===== src/rtl/mem_access_unit_if.sv =====
// Execute-to-memory bundle and write-back bundle of the memory-access stage.
// The master side is the execute stage; the slave side is the memory-access unit.
interface mem_access_unit_if;
    logic        valid_in;
    logic [15:0] ALU_output;
    logic [3:0]  ldst;
    logic [3:0]  regdest;
    logic [3:0]  instruction;
    logic        stall;
    logic [15:0] wb_data;
    logic [3:0]  wb_regdest;
    logic        wb_en;
    logic        wb_valid;

    modport master (
        output valid_in, ALU_output, ldst, regdest, instruction,
        input  stall, wb_data, wb_regdest, wb_en, wb_valid
    );

    modport slave (
        input  valid_in, ALU_output, ldst, regdest, instruction,
        output stall, wb_data, wb_regdest, wb_en, wb_valid
    );
endinterface


===== src/rtl/mem_access_unit.sv =====
// Memory-access pipeline stage: 16x16 local data memory with MEM_LAT wait states,
// stalls upstream while an lw/sw is pending and emits a one-cycle write-back bundle.
module mem_access_unit #(
    parameter int unsigned MEM_LAT = 2
) (
    input  logic             clkwire,
    input  logic             rstnwire,
    mem_access_unit_if.slave bus
);

    localparam logic [3:0] OP_LW  = 4'b0011;
    localparam logic [3:0] OP_SW  = 4'b0100;
    localparam logic [3:0] OP_BEQ = 4'b0101;
    localparam logic [3:0] OP_BNE = 4'b0110;
    localparam logic [2:0] CNT_LOAD = (MEM_LAT == 0) ? 3'd0 : 3'(MEM_LAT - 1);

    typedef enum logic {
        IDLE = 1'b0,
        WAIT = 1'b1
    } state_e;

    state_e      state_q;
    logic [2:0]  cnt_q;
    logic [3:0]  op_q;
    logic [15:0] data_q;
    logic [3:0]  addr_q;
    logic [3:0]  rd_q;
    logic [15:0] wb_data_q;
    logic [3:0]  wb_regdest_q;
    logic        wb_en_q;
    logic        wb_valid_q;
    logic [15:0] mem_q [16];

    logic        start_wait_s;
    logic        complete_s;
    logic [3:0]  cur_op_s;
    logic [15:0] cur_data_s;
    logic [3:0]  cur_addr_s;
    logic [3:0]  cur_rd_s;
    logic [15:0] wb_data_d;
    logic        wb_en_d;

    function automatic logic is_mem(input logic [3:0] op);
        return (op == OP_LW) || (op == OP_SW);
    endfunction

    // Select the bundle being serviced (live inputs in IDLE, captured copy in WAIT) and decide completion.
    always_comb begin
        start_wait_s = 1'b0;
        complete_s   = 1'b0;
        cur_op_s     = bus.instruction;
        cur_data_s   = bus.ALU_output;
        cur_addr_s   = bus.ldst;
        cur_rd_s     = bus.regdest;
        if (state_q == WAIT) begin
            cur_op_s   = op_q;
            cur_data_s = data_q;
            cur_addr_s = addr_q;
            cur_rd_s   = rd_q;
            complete_s = (cnt_q == 3'd0);
        end else if (bus.valid_in) begin
            if (is_mem(bus.instruction) && (MEM_LAT != 0)) begin
                start_wait_s = 1'b1;
            end else begin
                complete_s = 1'b1;
            end
        end else begin
            complete_s = 1'b0;
        end
    end

    // Write-back value and enable for the completing bundle.
    always_comb begin
        wb_data_d = cur_data_s;
        wb_en_d   = 1'b1;
        case (cur_op_s)
            OP_LW: begin
                wb_data_d = mem_q[cur_addr_s];
                wb_en_d   = 1'b1;
            end
            OP_SW, OP_BEQ, OP_BNE: begin
                wb_data_d = cur_data_s;
                wb_en_d   = 1'b0;
            end
            default: begin
                wb_data_d = cur_data_s;
                wb_en_d   = 1'b1;
            end
        endcase
    end

    // Control FSM, bundle capture and registered write-back outputs.
    always_ff @(posedge clkwire) begin
        if (!rstnwire) begin
            state_q      <= IDLE;
            cnt_q        <= 3'd0;
            op_q         <= 4'd0;
            data_q       <= 16'h0000;
            addr_q       <= 4'd0;
            rd_q         <= 4'd0;
            wb_data_q    <= 16'h0000;
            wb_regdest_q <= 4'd0;
            wb_en_q      <= 1'b0;
            wb_valid_q   <= 1'b0;
        end else begin
            wb_valid_q <= complete_s;
            case (state_q)
                IDLE: begin
                    if (start_wait_s) begin
                        state_q <= WAIT;
                        cnt_q   <= CNT_LOAD;
                        op_q    <= bus.instruction;
                        data_q  <= bus.ALU_output;
                        addr_q  <= bus.ldst;
                        rd_q    <= bus.regdest;
                    end else begin
                        state_q <= IDLE;
                    end
                end
                WAIT: begin
                    if (cnt_q == 3'd0) begin
                        state_q <= IDLE;
                    end else begin
                        cnt_q <= cnt_q - 3'd1;
                    end
                end
                default: begin
                    state_q <= IDLE;
                    cnt_q   <= 3'd0;
                end
            endcase
            if (complete_s) begin
                wb_data_q    <= wb_data_d;
                wb_regdest_q <= cur_rd_s;
                wb_en_q      <= wb_en_d;
            end
        end
    end

    // Data memory; a store commits only at its completion edge, so a reset in WAIT drops it.
    always_ff @(posedge clkwire) begin
        if (!rstnwire) begin
            for (int i = 0; i < 16; i++) begin
                mem_q[i] <= 16'h0000;
            end
        end else if (complete_s && (cur_op_s == OP_SW)) begin
            mem_q[cur_addr_s] <= cur_data_s;
        end
    end

    assign bus.stall      = (state_q == WAIT);
    assign bus.wb_data    = wb_data_q;
    assign bus.wb_regdest = wb_regdest_q;
    assign bus.wb_en      = wb_en_q;
    assign bus.wb_valid   = wb_valid_q;

endmodule


===== src/flat_wrapper.sv =====
// flat-port wrapper written by rule: the top's interface ports become plain ports
module mem_access_unit_flat 
#(
    parameter int unsigned MEM_LAT = 2
)
  (clkwire, rstnwire, bus_valid_in, bus_ALU_output, bus_ldst, bus_regdest, bus_instruction, bus_stall, bus_wb_data, bus_wb_regdest, bus_wb_en, bus_wb_valid);
  mem_access_unit_if bus_i ();
  input  logic clkwire;
  input  logic rstnwire;
  input wire logic [$bits(bus_i.valid_in)-1:0] bus_valid_in;
  input wire logic [$bits(bus_i.ALU_output)-1:0] bus_ALU_output;
  input wire logic [$bits(bus_i.ldst)-1:0] bus_ldst;
  input wire logic [$bits(bus_i.regdest)-1:0] bus_regdest;
  input wire logic [$bits(bus_i.instruction)-1:0] bus_instruction;
  output wire logic [$bits(bus_i.stall)-1:0] bus_stall;
  output wire logic [$bits(bus_i.wb_data)-1:0] bus_wb_data;
  output wire logic [$bits(bus_i.wb_regdest)-1:0] bus_wb_regdest;
  output wire logic [$bits(bus_i.wb_en)-1:0] bus_wb_en;
  output wire logic [$bits(bus_i.wb_valid)-1:0] bus_wb_valid;
  assign bus_i.valid_in = bus_valid_in;
  assign bus_i.ALU_output = bus_ALU_output;
  assign bus_i.ldst = bus_ldst;
  assign bus_i.regdest = bus_regdest;
  assign bus_i.instruction = bus_instruction;
  assign bus_stall = bus_i.stall;
  assign bus_wb_data = bus_i.wb_data;
  assign bus_wb_regdest = bus_i.wb_regdest;
  assign bus_wb_en = bus_i.wb_en;
  assign bus_wb_valid = bus_i.wb_valid;
  mem_access_unit #(.MEM_LAT(MEM_LAT)) u_core (.clkwire(clkwire), .rstnwire(rstnwire), .bus(bus_i));
endmodule

===== config.mk =====
export PLATFORM = sky130hd
export DESIGN_NAME = mem_access_unit_flat
export DESIGN_NICKNAME = d
export VERILOG_FILES = /design/src/rtl/mem_access_unit_if.sv /design/src/rtl/mem_access_unit.sv /design/src/flat_wrapper.sv
export SDC_FILE = /design/constraint.sdc
export NUM_CORES = 1
export LEC_CHECK = 0
export CAP_MARGIN = 10
export CORE_MARGIN = 2
export CORE_UTILIZATION = 25
export DETAILED_ROUTE_END_ITERATION = 8
export SLEW_MARGIN = 20
export SYNTH_ARGS = -nofsm -noshare
export SYNTH_HDL_FRONTEND = slang
export SYNTH_SLANG_ARGS = --single-unit

===== constraint.sdc =====
create_clock -name clkwire -period 3.3 [get_ports clkwire]
set_input_delay 0.66 -clock clkwire [delete_from_list [all_inputs] [get_ports clkwire]]
set_output_delay 0.66 -clock clkwire [all_outputs]
set_load 0.01 [all_outputs]

======== Word level (Yosys, flattened, before mapping) ========
Memory sizes are Yosys's and may differ from the RTL's.
Index checks and enable logic that the tools add are counted.
operators by class
  $add $sub $neg .......................... 1
  eq/ne operators ......................... 8
  muxes and demuxes ....................... 25
  bitwise operators ....................... 1
  reduce and logical (&&, ||, !) cells .... 7
operators with widths
  kind                   count
  $mux W16               3
  $eq A4 B3 Y1 const B   4
  $mux W4                4
  $reduce_or A16 Y1      1
  $mux W1                14
  $eq A4 B2 Y1 const B   2
  $mux W3                2
  $pmux W3 S2            1
  $reduce_and A2 Y1      2
  $logic_not A3 Y1       1
  $reduce_or A3 Y1       1
  $sub A3 B1 Y3 const B  1
  $ne A2 B1 Y1 const B   1
  $ne A2 B2 Y1 const B   1
  $pmux W1 S2            1
  $logic_and A1 B1 Y1    1
  $logic_or A1 B1 Y1     1
  $not A1 Y1             1
word-level totals
  register bits ........................... 54
  bits in writable memories ............... 256
  bits of input ports ..................... 31
  output and inout port bits .............. 23
  memories kept ........................... 1
memories
  name          depth  width  read ports  clocked after memory_dff  write ports  line                   source
  u_core.mem_q  16     16     1           0                         16           mem_access_unit.sv:32  logic [15:0] mem_q [16];

======== Depth between registers and ports, before layout ========
Gate-level depths: netlist of run 1.
  depth in word-level cells ............... 11
  depth in mapped cells ................... 11
  gate-level depth less buffers ........... 8

======== Worst setup path after synthesis of run 1 ========
Ideal clock, no wire load.
  path type ............................... input-to-reg
  from .................................... in bus_instruction[0]
  to ...................................... mem u_core.mem_q[10][0], enable pin
  data arrival time ....................... 2,655 ps
  required time ........................... 2,936 ps
  slack ................................... 281 ps
  stages on the path ...................... 7
  path buffers ............................ 2
  cell sequence ........................... or3b_2 > a211oi_1 > buf_2 > nor4_1 > nand2_1 > clkbuf_1 > nand2_1
RTL lines
  item         line                   source
  from (decl)  flat_wrapper.sv:14     input wire logic [$bits(bus_i.instruction)-1:0] bus_instruction;
  to (decl)    mem_access_unit.sv:32

==> results.yml, run 1 <==
run_status:
  status: "finished, final reports clean"
place:
  gp_congestion: 0.934
  dp_hpwl_mm: 27.3
  port_buffers: 53
clock_tree:
  h-tree-depth: 2
  clk_latency_ps: 520
  post_cts_buffers: 0
  clk_pin_slew_ps: 60
  cts_repair_resize_count: 0
  cts_sinks: 310
  postCtsHoldBufs: 0
  cts-buffers-inserted: 34
  cts_tree: "built"
  cts_buffer_depth: 3
  cts-root-buf: "clkbuf_16"
synth:
  synth_ff_type: "edfxtp_1"
  avgSynthCellArea_sq_um: 12.1
  yosysUniqueCellTypes: 46
  netlist_area_sq_um: 13600
  syn-num-nets: 1152
  synth_area_leader_cell: "edfxtp_1"
  synth_seq_cells: 310
  async_flop_share_pct: 0
  synthCells: 1119
  synth_edf_count: 256
  yosys-top-cells-area: "edfxtp_1 (57%), dfxtp_1 (8.0%), mux2i_1 (7.7%)"
  synth_sequential_area_ratio_pct: 64.7
  yosysTopAreaCellShare_pct: 56.7
  ys_warn_count: 0
grt:
  antenna_found_initial: 1
  grt_overflow: 0
  first_global_vias: 9366
  grt_pass1_wl_mm: 59.0
  grt_max_degree: 25
  track_usage_pct: 13.8
die:
  rows: 85
  core_area_sq_um: 53700
  io_pins: 54
  die_h_um: 237
  die_x_um: 237
  dieArea_sq_um: 56100
  initial_core_util_pct: 25.2
power:
  fin_total_pwr_mw: 8.85
  worst_ir_drop_vdd_mv: 0.269
  p_leak_nw: 6.05
  powerDensity_nw_per_um2: 531
setup_path:
  crit_required_ps: 3500
  cp-end-kind: "register"
  worst_setup_path_start_kind: "register"
  critPathMaxFanout: 24
  timing.rr.end: "u_core.mem_q[10][9]$_SDFFCE_PN0P_"
  critical_path_class: "register to register"
  reg2reg_depth: 7
  crit_arrival_ps: 2940
  rrSetupSlack_ps: 560
  r2r_start: "u_core.bus.stall$_SDFF_PN0_"
run:
  maxCapViolations: 0
sta:
  rsz0062_at_grt: "false"
  fin_crit_ps: 2740
  min_period_over_period_pct: 83.0
  finalClockSkew_ps: 21.6
  finalHoldViolations: 0
  final_max_slew_viol_count: 0
  clock.fmax_ghz: 0.365
  tightest_slew_ps: 986
  setup_tns_ps: 0
  setup_viol: 0
  slew_headroom_pct: 33.8
routing:
  wirelength_mm: 39.4
  ant_nets: 0
  drtPass1Iterations: 5
  routedWlPerCell_um: 20.2
  drtIter0Drc: 963
  num_vias: 9540
  drc: 0
  avgViaCountPerCell: 4.89
final_layout:
  drive_above_1_share_pct: 15.7
  fillers: 5280
  nNetsFinal: 1263
  antenna_cells: 0
  syn2layout_area_growth_pct: 23.0
  post-route-util_pct: 31.0
min_path:
  min-delay-start: "u_core.data_q[2]$_SDFFE_PN0P_"
  min_path_type: "register to register"
  hold_path_depth: 2
  whs_endpoint: "u_core.data_q[2]$_SDFFE_PN0P_"
per-layer routing:
| metal | GRT usage, % | part of all wire [%] |
|---|---|---|
| met1 | 19.0 | 44 |
| met2 | 22.6 | 48 |
| met3 | 1.90 | 6.1 |
| met4 | 4.49 | 2.7 |
| met5 | 0 | 0.033 |
synthesized netlist by cell type (5+ instances only):
cell type,instances
mux4_2,21
o31ai_1,11
nor3_1,6
o22ai_1,40
nor2b_1,11
mux2i_1,104
or4_1,5
a211oi_1,6
nand3_2,6
a22o_1,5
nand2_1,104
buf_2,21
nor2_1,270
a32o_1,5
nand3_1,13
edfxtp_1,256
o21ai_0,26
clkbuf_1,53
a21oi_1,32
dfxtp_1,54
a2111oi_0,11
and3b_1,5
nor3b_1,7
critical path: stages, from the launching register on:
cell and delay, ps:
dfxtp_2 480, buf_4 320, nor3b_1 320, o22ai_1 180, nor4_1 480, nand2_1 230
nand2_1 180, buf_4 240
how the worst max path moves through the flow:
stage / start / to / slack [ps]
floorplan: bus_instruction[0] / u_core.mem_q[10][0]$_SDFFCE_PN0P_ / 280
global placement: bus_ldst[1] / u_core.bus.wb_data[1]$_SDFFE_PN0P_ / 130
detailed placement: bus_ldst[1] / u_core.bus.wb_data[3]$_SDFFE_PN0P_ / 100
CTS: bus_ldst[1] / u_core.bus.wb_data[3]$_SDFFE_PN0P_ / 630
global route: bus_instruction[2] / u_core.mem_q[10][13]$_SDFFCE_PN0P_ / 350
finish: u_core.bus.stall$_SDFF_PN0_ / u_core.mem_q[10][9]$_SDFFCE_PN0P_ / 560
where the power goes:
part           leakage [nW]  internal (mW)  switching [mW]
Clock                 0.521           2.16            1.51
Sequential             3.09           4.36          0.0705
Combinational          2.44          0.308           0.446
Total                  6.05           6.83            2.03
state kept, by name (all words and copies together) (netlist names), 3 cells and up:
register / flops
u_core.data_q: 16
u_core.bus.wb_data: 16
u_core.cnt_q: 3
u_core.bus.wb_regdest: 4
u_core.rd_q: 4
u_core.mem_q: 256
u_core.addr_q: 4
u_core.op_q: 4
logic make-up after synthesis:
logic type               after synthesis  synth area share (%)
AND/OR/NAND/NOR                      447                  14.0
flip-flops                           310                  64.7
AO/OA/AOI/OAI                        148                  7.01
multiplexers                         127                  11.4
buffers and inverters                 85                  2.71
adder cells (fa/ha/maj)                2                 0.185
cell usage in the layout (no fill, tap or decap), types with 21 or more instances in the layout:
master             n
mux4_2            21
nor2_1           270
o21ai_0           26
clkbuf_16         37
nand2_1          104
o22ai_1           40
mux2i_1           92
buf_4             90
a21oi_1           32
edfxtp_1         256
clkdlybuf4s50_1   53
dfxtp_1           53
area by class of cell:
class	instances	area, sq um	share of cell area, %
Clock buffer	47	983	5.90
Clock inverter	13	83.8	0.503
Inverter	4	15.0	0.0900
Multi-Input combinational cell	724	4490	26.9
Sequential cell	310	8770	52.6
Tap cell	696	871	5.22
Timing Repair Buffer	156	1470	8.79
per-stage QoR:
stage | hold WS (ps) | cell area (sq um) | std cells | setup WS [ps]
global placement | 442 | 15600 | 1890 | 127
finish | 460 | 16700 | 1950 | 560
detailed placement | 450 | 15600 | 1890 | 103
floorplan | 436 | 13600 | 1119 | 281
global route | 474 | 16700 | 1950 | 351
CTS | 457 | 16700 | 1950 | 631
Note: power is estimated with default switching activity, not from simulation.
==> inputs of run 2 (changes only) <==
==> constraint.sdc (replaced) <==
create_clock -name clkwire -period 2.6 [get_ports clkwire]
set_input_delay 0.52 -clock clkwire [delete_from_list [all_inputs] [get_ports clkwire]]
set_output_delay 0.52 -clock clkwire [all_outputs]
set_load 0.01 [all_outputs]
==> run 2 against run 1 <==
  * Worst setup slack got worse by 450 ps
  * Global-route usage rose by 0.22 points
  * Clock skew rose by 1.4 ps
  * Routed wire length grew 1.8%
  * First-iteration DRC count shrank 5.3%
  * Largest cell class unchanged
  * Highest routed layer is now met4
==> results.yml, run 2 (synthesis gave the netlist of run 1 again) <==
die:
  die_x_um: 237
  core_area_sq_um: 53700
  dieArea_sq_um: 56100
  die_h_um: 237
  initial_core_util_pct: 25.2
  rows: 85
  io_pins: 54
setup_path:
  crit_path_top_delay_cell: "o21ai_0"
  crit_path_start: "u_core.bus.stall$_SDFF_PN0_"
  worst_setup_path_start_kind: "register"
  worst-path-buf-inv: 1
  critical_path_class: "register to register"
  crit_chain: "buf_4 > and3b_1 > o21ai_0 > o22ai_1 > or4_1 > a32o_1"
  slowest_delay_ps: 600
  cp-end-kind: "register"
  cp.depth: 6
  critPathMaxFanout: 8
  crit_path_end: "u_core.bus.wb_data[5]$_SDFFE_PN0P_"
  r2r_start: "u_core.bus.stall$_SDFF_PN0_"
  rrSetupSlack_ps: 110
  crit_arrival_ps: 2900
  cpLargestDelayFamily: "compound AO/OA/AOI/OAI gates"
  reg2reg_depth: 6
  timing.rr.end: "u_core.bus.wb_data[5]$_SDFFE_PN0P_"
  crit_required_ps: 3010
final_layout:
  syn2layout_area_growth_pct: 27.0
  largest_reg_flops: 256
  final_cell_mix: "nor2_1 (270), edfxtp_1 (256), buf_4 (114)"
  nNetsFinal: 1301
  final_common_cell: "nor2_1"
  regMostFlops: "u_core.mem_q"
  antenna_cells: 0
  post-route-util_pct: 32.0
  drive_above_1_share_pct: 19.5
  stdcell_count: 1987
grt:
  antenna_found_initial: 0
  grt_pass1_wl_mm: 59.9
  first_global_vias: 9640
  grt_overflow: 0
  grt_max_degree: 60
  track_usage_pct: 14.1
run:
  maxCapViolations: 0
routing:
  wirelength_mm: 40.1
  drtPass1Iterations: 5
  ant_nets: 0
  num_vias: 9562
  routedWlPerCell_um: 20.2
  avgViaCountPerCell: 4.81
  drtIter0Drc: 912
  drc: 0
clock_tree:
  clk_latency_ps: 520
  post_cts_buffers: 0
  cts_sinks: 310
  cts_tree: "built"
  h-tree-depth: 2
  cts_buffer_depth: 3
  cts-buffers-inserted: 34
  clk_pin_slew_ps: 60
  cts-root-buf: "clkbuf_16"
  postCtsHoldBufs: 0
sta:
  whs_ps: 459
  finalClockSkew_ps: 23.0
  final_max_slew_viol_count: 0
  layout_setup_ws_ps: 109
  clock.fmax_ghz: 0.401
  finalHoldViolations: 0
  tightest_slew_ps: 1050
  slew_headroom_pct: 29.4
  rsz0062_at_grt: "false"
  setup_viol: 0
  fin_crit_ps: 2490
  setup_tns_ps: 0
  min_period_over_period_pct: 95.8
place:
  gp_congestion: 0.890
  place_inst: 1928
  port_buffers: 53
  place_ws_ps: -401
  dp_hpwl_mm: 27.5
power:
  p_sw_mw: 2.61
  seq_power_share_pct: 49.5
  powerDensity_nw_per_um2: 660
  p_leak_nw: 6.31
  worst_ir_drop_vdd_mv: 0.370
  p_int_mw: 8.74
  p_clk_share_pct: 41.4
  switching_share_pct: 23.0
  power_frac_comb_pct: 9.1
run_status:
  status: "finished, final reports clean"
min_path:
  min_path_type: "register to register"
[run 2: cell types whose count changed in the layout (fill, tap and decap cells not counted), moves of 3 or more]
cell	change
nand2_4	+3
buf_4	+24
nand2_2	+13
buf_12	+14
nand2_1	-16
[run 2: area by class of cell]
class,count,area (sq um)
repair buffers,194,1930
multi-input cells,724,4560
inverters,4,15.0
well taps,696,871
flip-flops and latches,310,8770
clock inverters,16,156
clock buffers,43,906
fillers,5269,36500
[run 2: routing by layer]
layer	part of all wire, %	wire length [um]	global-route usage (%)	vias up
li1	-	-	-	4366
met1	43	17200	18.6	4789
met2	48	19400	23.6	339
met3	6.0	2410	2.23	68
met4	2.9	1150	4.56	0
met5	0	0	0	-
[run 2: per-stage QoR]
stage	area (sq um)	total power, mW
6_report	17200	11.4
5_1_grt	17200	11.7
4_1_cts	17200	11.4
3_5_place_dp	16100	6.75
3_3_place_gp	16100	6.74
2_1_floorplan	13600	6.19
[run 2: what timing repair did]
item | 4_1_cts | 5_1_grt
setup endpoints to repair | 0 | 140
endpoints found under the hold margin | 0 | 0
gates resized for setup | 0 | 3
[run 2: tightest hold or removal path: stages, from the launching register on]
cell and delay, ps:
dfxtp_1 310, nand2_1 50, a21oi_1 50
[run 2: power by group through the flow]
stage	logic [mW]	registers, mW	clock network [mW]
floorplan	0.496	5.70	0
global placement	1.02	5.72	0
detailed placement	1.02	5.73	0
CTS	1.03	5.62	4.78
global route	1.09	5.63	4.97
finish	1.03	5.62	4.71
[run 2: how the worst min path moves through the flow]
stage,endpoint,from,depth (start not counted),slack (ps)
detailed placement,u_core.rd_q[0]$_SDFFE_PN0P_,u_core.rd_q[0]$_SDFFE_PN0P_,2,450
CTS,u_core.rd_q[0]$_SDFFE_PN0P_,u_core.rd_q[0]$_SDFFE_PN0P_,2,460
floorplan,u_core.data_q[0]$_SDFFE_PN0P_,u_core.data_q[0]$_SDFFE_PN0P_,2,440
global placement,u_core.data_q[1]$_SDFFE_PN0P_,u_core.data_q[1]$_SDFFE_PN0P_,2,440
finish,u_core.rd_q[1]$_SDFFE_PN0P_,u_core.rd_q[1]$_SDFFE_PN0P_,2,460
global route,u_core.rd_q[1]$_SDFFE_PN0P_,u_core.rd_q[1]$_SDFFE_PN0P_,2,480
==> inputs of run 3 (changes only) <==
--- a/config.mk
+++ b/config.mk
@@ -9,6 +9,7 @@
 export CORE_MARGIN = 2
 export CORE_UTILIZATION = 25
 export DETAILED_ROUTE_END_ITERATION = 8
+export SKIP_LAST_GASP = 1
 export SLEW_MARGIN = 20
 export SYNTH_ARGS = -nofsm -noshare
 export SYNTH_HDL_FRONTEND = slang
==> results of run 3 <==
The final DEF is identical to that of run 2; final timing and power are the same.
